### src/rtl/rv32_dbus_ahb_master.sv
// rv32 data-port to AHB-Lite master: one NONSEQ SINGLE transfer per accepted request.
// Optional posted writes when DBUS_POSTED_WRITE_EN is defined.
module rv32_dbus_ahb_master #(
  parameter int          ADDR_WIDTH = 32,
  parameter logic [3:0]  HPROT_DATA = 4'b0001
) (
  input  logic                  clk_in,
  input  logic                  rst_in,
  input  logic                  core_req_in,
  input  logic                  core_we_in,
  input  logic [ADDR_WIDTH-1:0] core_addr_in,
  input  logic [31:0]           core_wdata_in,
  input  logic [3:0]            core_wmask_in,
  output logic [31:0]           core_rdata_out,
  output logic                  core_ready_out,
  output logic                  core_err_out,
  output logic [ADDR_WIDTH-1:0] haddr_out,
  output logic [1:0]            htrans_out,
  output logic                  hwrite_out,
  output logic [2:0]            hsize_out,
  output logic [2:0]            hburst_out,
  output logic [3:0]            hprot_out,
  output logic [31:0]           hwdata_out,
  input  logic [31:0]           hrdata_in,
  input  logic                  hready_in,
  input  logic                  hresp_in,
  output logic                  wr_err_sticky_out
);

`ifdef DBUS_POSTED_WRITE_EN
  localparam logic POSTED_EN = 1'b1;
`else
  localparam logic POSTED_EN = 1'b0;
`endif

  typedef enum logic [1:0] {S_IDLE, S_ADDR, S_DATA, S_RESP} state_e;

  state_e                state_q, state_d;
  logic [ADDR_WIDTH-1:0] addr_q, addr_d;
  logic                  write_q, write_d;
  logic [2:0]            size_q, size_d;
  logic [31:0]           wdata_q, wdata_d;
  logic [31:0]           rdata_q, rdata_d;
  logic                  err_q, err_d;
  logic                  posted_q, posted_d;
  logic                  sticky_q, sticky_d;
  logic                  ready_q, ready_d;
  logic                  resp_err_q, resp_err_d;

  logic [2:0]            dec_size;
  logic [1:0]            dec_lo;
  logic                  dec_legal;
  logic                  posted_ack;
  logic                  unused_addr_lo;

  // Low address bits come from the lane mask (writes) or are forced to 0 (reads).
  assign unused_addr_lo = ^core_addr_in[1:0];

  always_comb begin
    dec_size  = 3'b010;
    dec_lo    = 2'b00;
    dec_legal = 1'b1;
    if (core_we_in) begin
      case (core_wmask_in)
        4'b1111: begin dec_size = 3'b010; dec_lo = 2'b00; end
        4'b0011: begin dec_size = 3'b001; dec_lo = 2'b00; end
        4'b1100: begin dec_size = 3'b001; dec_lo = 2'b10; end
        4'b0001: begin dec_size = 3'b000; dec_lo = 2'b00; end
        4'b0010: begin dec_size = 3'b000; dec_lo = 2'b01; end
        4'b0100: begin dec_size = 3'b000; dec_lo = 2'b10; end
        4'b1000: begin dec_size = 3'b000; dec_lo = 2'b11; end
        default: dec_legal = 1'b0;
      endcase
    end
  end

  assign posted_ack = (state_q == S_IDLE) && core_req_in && core_we_in && dec_legal && POSTED_EN;

  always_comb begin
    state_d  = state_q;
    addr_d   = addr_q;
    write_d  = write_q;
    size_d   = size_q;
    wdata_d  = wdata_q;
    rdata_d  = rdata_q;
    err_d    = err_q;
    posted_d = posted_q;
    sticky_d = sticky_q;
    case (state_q)
      S_IDLE: begin
        if (core_req_in) begin
          write_d = core_we_in;
          wdata_d = core_wdata_in;
          size_d  = dec_size;
          addr_d  = {core_addr_in[ADDR_WIDTH-1:2], dec_lo};
          if (!dec_legal) begin
            state_d  = S_RESP;
            err_d    = 1'b1;
            posted_d = 1'b0;
          end else begin
            state_d  = S_ADDR;
            err_d    = 1'b0;
            posted_d = POSTED_EN && core_we_in;
          end
        end
      end
      S_ADDR: begin
        if (hready_in) state_d = S_DATA;
      end
      S_DATA: begin
        // hresp_in with hready_in low is the first ERROR cycle: just keep waiting.
        if (hready_in) begin
          rdata_d = hrdata_in;
          err_d   = hresp_in;
          if (posted_q) begin
            state_d  = S_IDLE;
            sticky_d = sticky_q || hresp_in;
          end else begin
            state_d  = S_RESP;
          end
        end
      end
      S_RESP:  state_d = S_IDLE;
      default: state_d = S_IDLE;
    endcase
    ready_d    = (state_d == S_RESP) || posted_ack;
    resp_err_d = (state_d == S_RESP) && err_d;
  end

  always_ff @(posedge clk_in or negedge rst_in) begin
    if (!rst_in) begin
      state_q    <= S_IDLE;
      addr_q     <= '0;
      write_q    <= 1'b0;
      size_q     <= 3'b000;
      wdata_q    <= 32'h0;
      rdata_q    <= 32'h0;
      err_q      <= 1'b0;
      posted_q   <= 1'b0;
      sticky_q   <= 1'b0;
      ready_q    <= 1'b0;
      resp_err_q <= 1'b0;
    end else begin
      state_q    <= state_d;
      addr_q     <= addr_d;
      write_q    <= write_d;
      size_q     <= size_d;
      wdata_q    <= wdata_d;
      rdata_q    <= rdata_d;
      err_q      <= err_d;
      posted_q   <= posted_d;
      sticky_q   <= sticky_d;
      ready_q    <= ready_d;
      resp_err_q <= resp_err_d;
    end
  end

  assign htrans_out        = (state_q == S_ADDR) ? 2'b10 : 2'b00;
  assign haddr_out         = addr_q;
  assign hwrite_out        = write_q;
  assign hsize_out         = size_q;
  assign hburst_out        = 3'b000;
  assign hprot_out         = HPROT_DATA;
  assign hwdata_out        = wdata_q;
  assign core_rdata_out    = rdata_q;
  assign core_ready_out    = ready_q;
  assign core_err_out      = resp_err_q;
  assign wr_err_sticky_out = sticky_q;

endmodule

### config.mk
export PLATFORM = sky130hd
export DESIGN_NAME = rv32_dbus_ahb_master
export DESIGN_NICKNAME = d
export VERILOG_FILES = /design/src/rtl/rv32_dbus_ahb_master.sv
export SDC_FILE = /design/constraint.sdc
export NUM_CORES = 1
export LEC_CHECK = 0
export CORE_MARGIN = 2
export CORE_UTILIZATION = 40
export DETAILED_ROUTE_END_ITERATION = 7
export GPL_TIMING_DRIVEN = 0
export PLACE_DENSITY = 0.82
export SYNTH_ARGS = -nofsm -noshare
export SYNTH_HDL_FRONTEND = slang
export SYNTH_SLANG_ARGS = --single-unit
### constraint.sdc
create_clock -name clk_in -period 2.5 [get_ports clk_in]
set_clock_uncertainty 0.15 [all_clocks]
set_input_delay 0.375 -clock clk_in [delete_from_list [all_inputs] [get_ports clk_in]]
set_output_delay 0.375 -clock clk_in [all_outputs]
set_load 0.02 [all_outputs]
**Word-level counts from Yosys, hierarchy flattened**

Cells that the tools add are included.

- Flip-flop bits (word level): 105
- Input bits: 106

- Reduce and logical (&&, ||, !) cells: 8
- Muxes and demuxes: 16
- Equality and inequality tests: 11

Operator list:

| operator | count |
|---|---|
| 4-bit equality test (second input constant) | 3 |
| 2-bit two-way mux | 6 |
| 4-bit by 2-bit equality test with 1-bit output (second input constant) | 2 |
| 2-bit case mux with 4 select lines | 1 |
| 7-bit OR reduction | 1 |
| 2-bit equality test (second input constant) | 3 |
| 2-bit case mux with 3 select lines | 1 |
| 1-bit two-way mux | 5 |
| 4-bit by 1-bit equality test with 1-bit output (second input constant) | 1 |
| 4-bit by 3-bit equality test with 1-bit output (second input constant) | 1 |
| 2-bit case mux with 2 select lines | 1 |
| 2-bit AND reduction | 2 |
| 2-bit OR reduction | 2 |
| 4-bit OR reduction | 1 |
| 3-bit two-way mux | 1 |
| 2-bit by 1-bit equality test with 1-bit output (second input constant) | 1 |
| 2-bit zero test | 1 |
| 1-bit case mux with 2 select lines | 1 |
| 1-bit logical AND | 1 |

**Logic depth before layout (Yosys ltp)**

- Depth in word-level cells: 9
- Mapped depth: 6
- Mapped depth without buffers: 4

**Worst setup path before layout**

No wires, ideal clock.

- Path type: register to output
- From: register state_q[0]
- To: output port htrans_out[1]
- Path slack: 1.036 ns
- Arrival time: 0.939 ns
- Cell stages (with the launch flop): 3
- Path through: dfrtp_1 -> clkbuf_1 -> nor2b_1

- Word-level cells in the longest chain between the ends: 2

RTL lines:

| item | line | source |
|---|---|---|
| start: declaration | 38 | `state_e state_q, state_d;` |
| start signal: assignment | 144 | `state_q <= state_d;` |
| 2-bit by 1-bit equality test with 1-bit output | 158 | `assign htrans_out = (state_q == S_ADDR) ? 2'b10 : 2'b00;` |
| 2-bit two-way mux | 158 |  |
| end: declaration | 18 | `output logic [1:0] htrans_out,` |

Every way passes these cells.

**Final worst setup path**

Same ends and word-level chain as after synthesis.

==> results_dict.tcl <==
set metrics [dict create \
    grt-ovfl-total 0 \
    pwr-share-seq 0.355 \
    synth_sequential_area_ratio 0.631 \
    cp_max_fo 7 \
    synth_area_per_cell_um2 10.5 \
    status "complete, no violations" \
    syn2layout_area_growth_pct 61.0 \
    numCtsBuffers 9 \
    post_synth_num_cell_types 32 \
    instance_count_of_the_mapped_netlist 387 \
    placement.cell_area_mm2 0.00636 \
    finish.net_count 719 \
    leakage_power_total_nw 3.12 \
    grt_max_degree 65 \
    report.final.slew_viol_count 0 \
    peak_supply_drop_mv 0.672 \
    timing.hold.worst.class "flip-flop to flip-flop" \
    total_of_fill_cells_in_the_finished_design 797 \
    setup_viol 0 \
    post_drt_wl_per_cell_um 14.6 \
    grt_use_total 0.207 \
    postRouteWirelength_um 11000 \
    post_synth_instance_area_mm2 0.00408 \
    cts_buffer_depth 2 \
    final_wtd_congestion 0.755 \
    clk_sink_count 103 \
    post_route_cells_drive_above_1_share 0.110 \
    finalCriticalPeriod_ps 2320 \
    critPathCaptureType "output pin" \
    detail_route.iter0.violations 99 \
    hpwl_um 8530 \
    die_outline_area_mm2 0.0110 \
    stdcell_area_mm2 0.00658 \
    hold_viol_final 0 \
    count_of_flip_flops_with_a_built_in_enable_after_synthesis 0 \
    power_switching_mw 3.05 \
    num_io_pins 218 \
    mostFrequentLayoutCell "clkdlybuf4s50_1" \
    h-tree-depth 3 \
    place_worst_setup_slack_ps 472 \
    vias_in_the_first_global_route 3579 \
    p_per_area_mw_per_mm2 1230 \
    postSynth.topFlopCell "dfrtp_1" \
    cts_root_buf "clkbuf_8" \
    cellInternalPower_mw 5.01 \
    synth_seq_cells 103 \
    worstPathCellList "clkbuf_1 > nor2b_1 > clkdlybuf4s50_1" \
    drv_cap 0 \
    clk_latency_ps 350 \
    share_clk_of_total_power 0.135 \
    critical-path-max-stage-delay_ps 630 \
    grt_first_pass_wirelength_um 18100 \
    placement.io_buffers 205 \
    starting_utilization_of_the_core_area 0.416 \
    p_sw_frac 0.378 \
    most-common-layout-cells "clkdlybuf4s50_1 (204), nand2_1 (193), dfrtp_1 (103), mux2_2 (19), buf_4 (13)" \
    ys_async_sr_fraction 1.00 \
    yosysWarnings 0 \
    core_mm2 0.00982 \
    timing.critical_path.arrival_ps 1790 \
    maxSlewHeadroom 0.640 \
    cp_slowest_cell "clkdlybuf4s50_1" \
    grt_setup_unrepaired "no" \
    routed_via_density 4.56 \
    die_height_um 105 \
    via_count 3427 \
    cp-start-kind "flip-flop" \
    layout.core_utilization 0.670 \
    antenna_cells 0 \
    fmax_mhz 432 \
    cts_setup_buffers 0 \
    post_cts_resized 0 \
    crit_required_ps 1980 \
    drt_pre_antenna_iters 5 \
    actual_slew_at_the_worst_max_slew_pin_ps 541 \
    cts_tree "done" \
    critPathKind "flip-flop to output pin" \
    setup_slack_ps 185 \
    remaining_drc_errors 0 \
    antenna_found_initial 0 \
    ant_nets 0 \
    clk_pin_slew_worst_paths_ps 90 \
    rows 36 \
    fp.dieW_um 105 \
    ratio_of_final_minimum_period_to_clock_period 0.926 \
    comb_power_share 0.511 \
]
sequential cells by signal, summed over array words and instances, names as in the netlist:
register / flops
state_q: 2
core_rdata_out: 32
hsize_out: 2
hwrite_out: 1
haddr_out: 32
hwdata_out: 32
core_err_out: 1
core_ready_out: 1
logic make-up (layout without fill, tap and decap cells):
group	after synthesis	in the layout	synth area share
buf+inv	29	252	0.0463
xor+xnor	2	2	0.00429
other cells	2	10	0.00184
simple gates	208	208	0.203
flops	103	103	0.631
compound gates	9	9	0.0178
mux	34	34	0.0950
power groups by stage:
| stage | Combinational (mW) | Clock, mW | Sequential (mW) |
|---|---|---|---|
| floorplan | 1.12 | 0 | 3.81 |
| global placement | 4.07 | 0 | 2.84 |
| detailed placement | 4.16 | 0 | 2.89 |
| CTS | 4.17 | 1.12 | 2.86 |
| global route | 4.42 | 1.19 | 2.95 |
| finish | 4.11 | 1.09 | 2.86 |
worst paths after layout:
check | start | end | slack, ps | cells past startpoint
hold reg to reg | hwdata_out[10] | hwdata_out[10] | 330 | 2
setup reg to reg | state_q[1] | hwdata_out[8] | 870 | 6
hold / removal | hwdata_out[10] | hwdata_out[10] | 330 | 2
min in group asynchronous | rst_in | haddr_out[20] | 400 | 2
setup / recovery | state_q[0] | htrans_out[1] | 180 | 3
max in group asynchronous | rst_in | hwdata_out[24] | 1100 | 3
area by class of cell:
cell class | count | area [um2] | area share
flip-flops and latches | 103 | 2580 | 0.392
repair buffers | 207 | 2090 | 0.317
multi-input cells | 263 | 1350 | 0.205
plain buffers | 29 | 189 | 0.0287
clock buffers | 13 | 169 | 0.0257
well taps | 133 | 166 | 0.0253
clock inverters | 3 | 40.0 | 0.00609
through the flow:
| step | cells | total power, mW | hold slack (ps) | setup TNS [ps] |
|---|---|---|---|---|
| 2_1_floorplan | 395 | 4.93 | -70.6 | 0 |
| 3_3_place_gp | 733 | 6.91 | 308 | -291220 |
| 3_5_place_dp | 734 | 7.05 | 248 | 0 |
| 4_1_cts | 751 | 8.15 | 335 | 0 |
| 5_1_grt | 751 | 8.56 | 345 | 0 |
| 6_report | 751 | 8.06 | 331 | 0 |
layer usage:
| layer | vias to the layer above | wire [um] | track usage |
|---|---|---|---|
| met3 | 21 | 764 | 0.0555 |
| met5 | - | 0 | 0 |
| li1 | 1647 | - | - |
| met4 | 0 | 261 | 0.0819 |
| met1 | 1618 | 4400 | 0.240 |
| met2 | 141 | 5530 | 0.361 |
timing repair:
item	4_1_cts	5_1_grt
hold buffers	1	0
hold endpoints to repair	39	0
setup endpoints to repair	0	0
Yosys cell counts, types with 2 or more instances:
library cell	count	area, um2
nand2_1	193	724
dfrtp_1	103	2580
mux2_2	19	214
buf_4	12	90.1
mux2_1	11	124
buf_2	10	50.1
clkbuf_1	4	15.0
buf_6	3	33.8
nor2_1	3	11.3
a31oi_1	2	12.5
and3_1	2	12.5
conb_1	2	7.51
mux2_4	2	30.0
mux2i_1	2	20.0
o31ai_2	2	25.0
critical path, delay by kind of cell (launching register included):
| kind | cells | cell delay, ps |
|---|---|---|
| simple gates | 1 | 180 |
| flops | 1 | 370 |
| buf+inv | 2 | 890 |
Power figures use the tool's default switching activity.
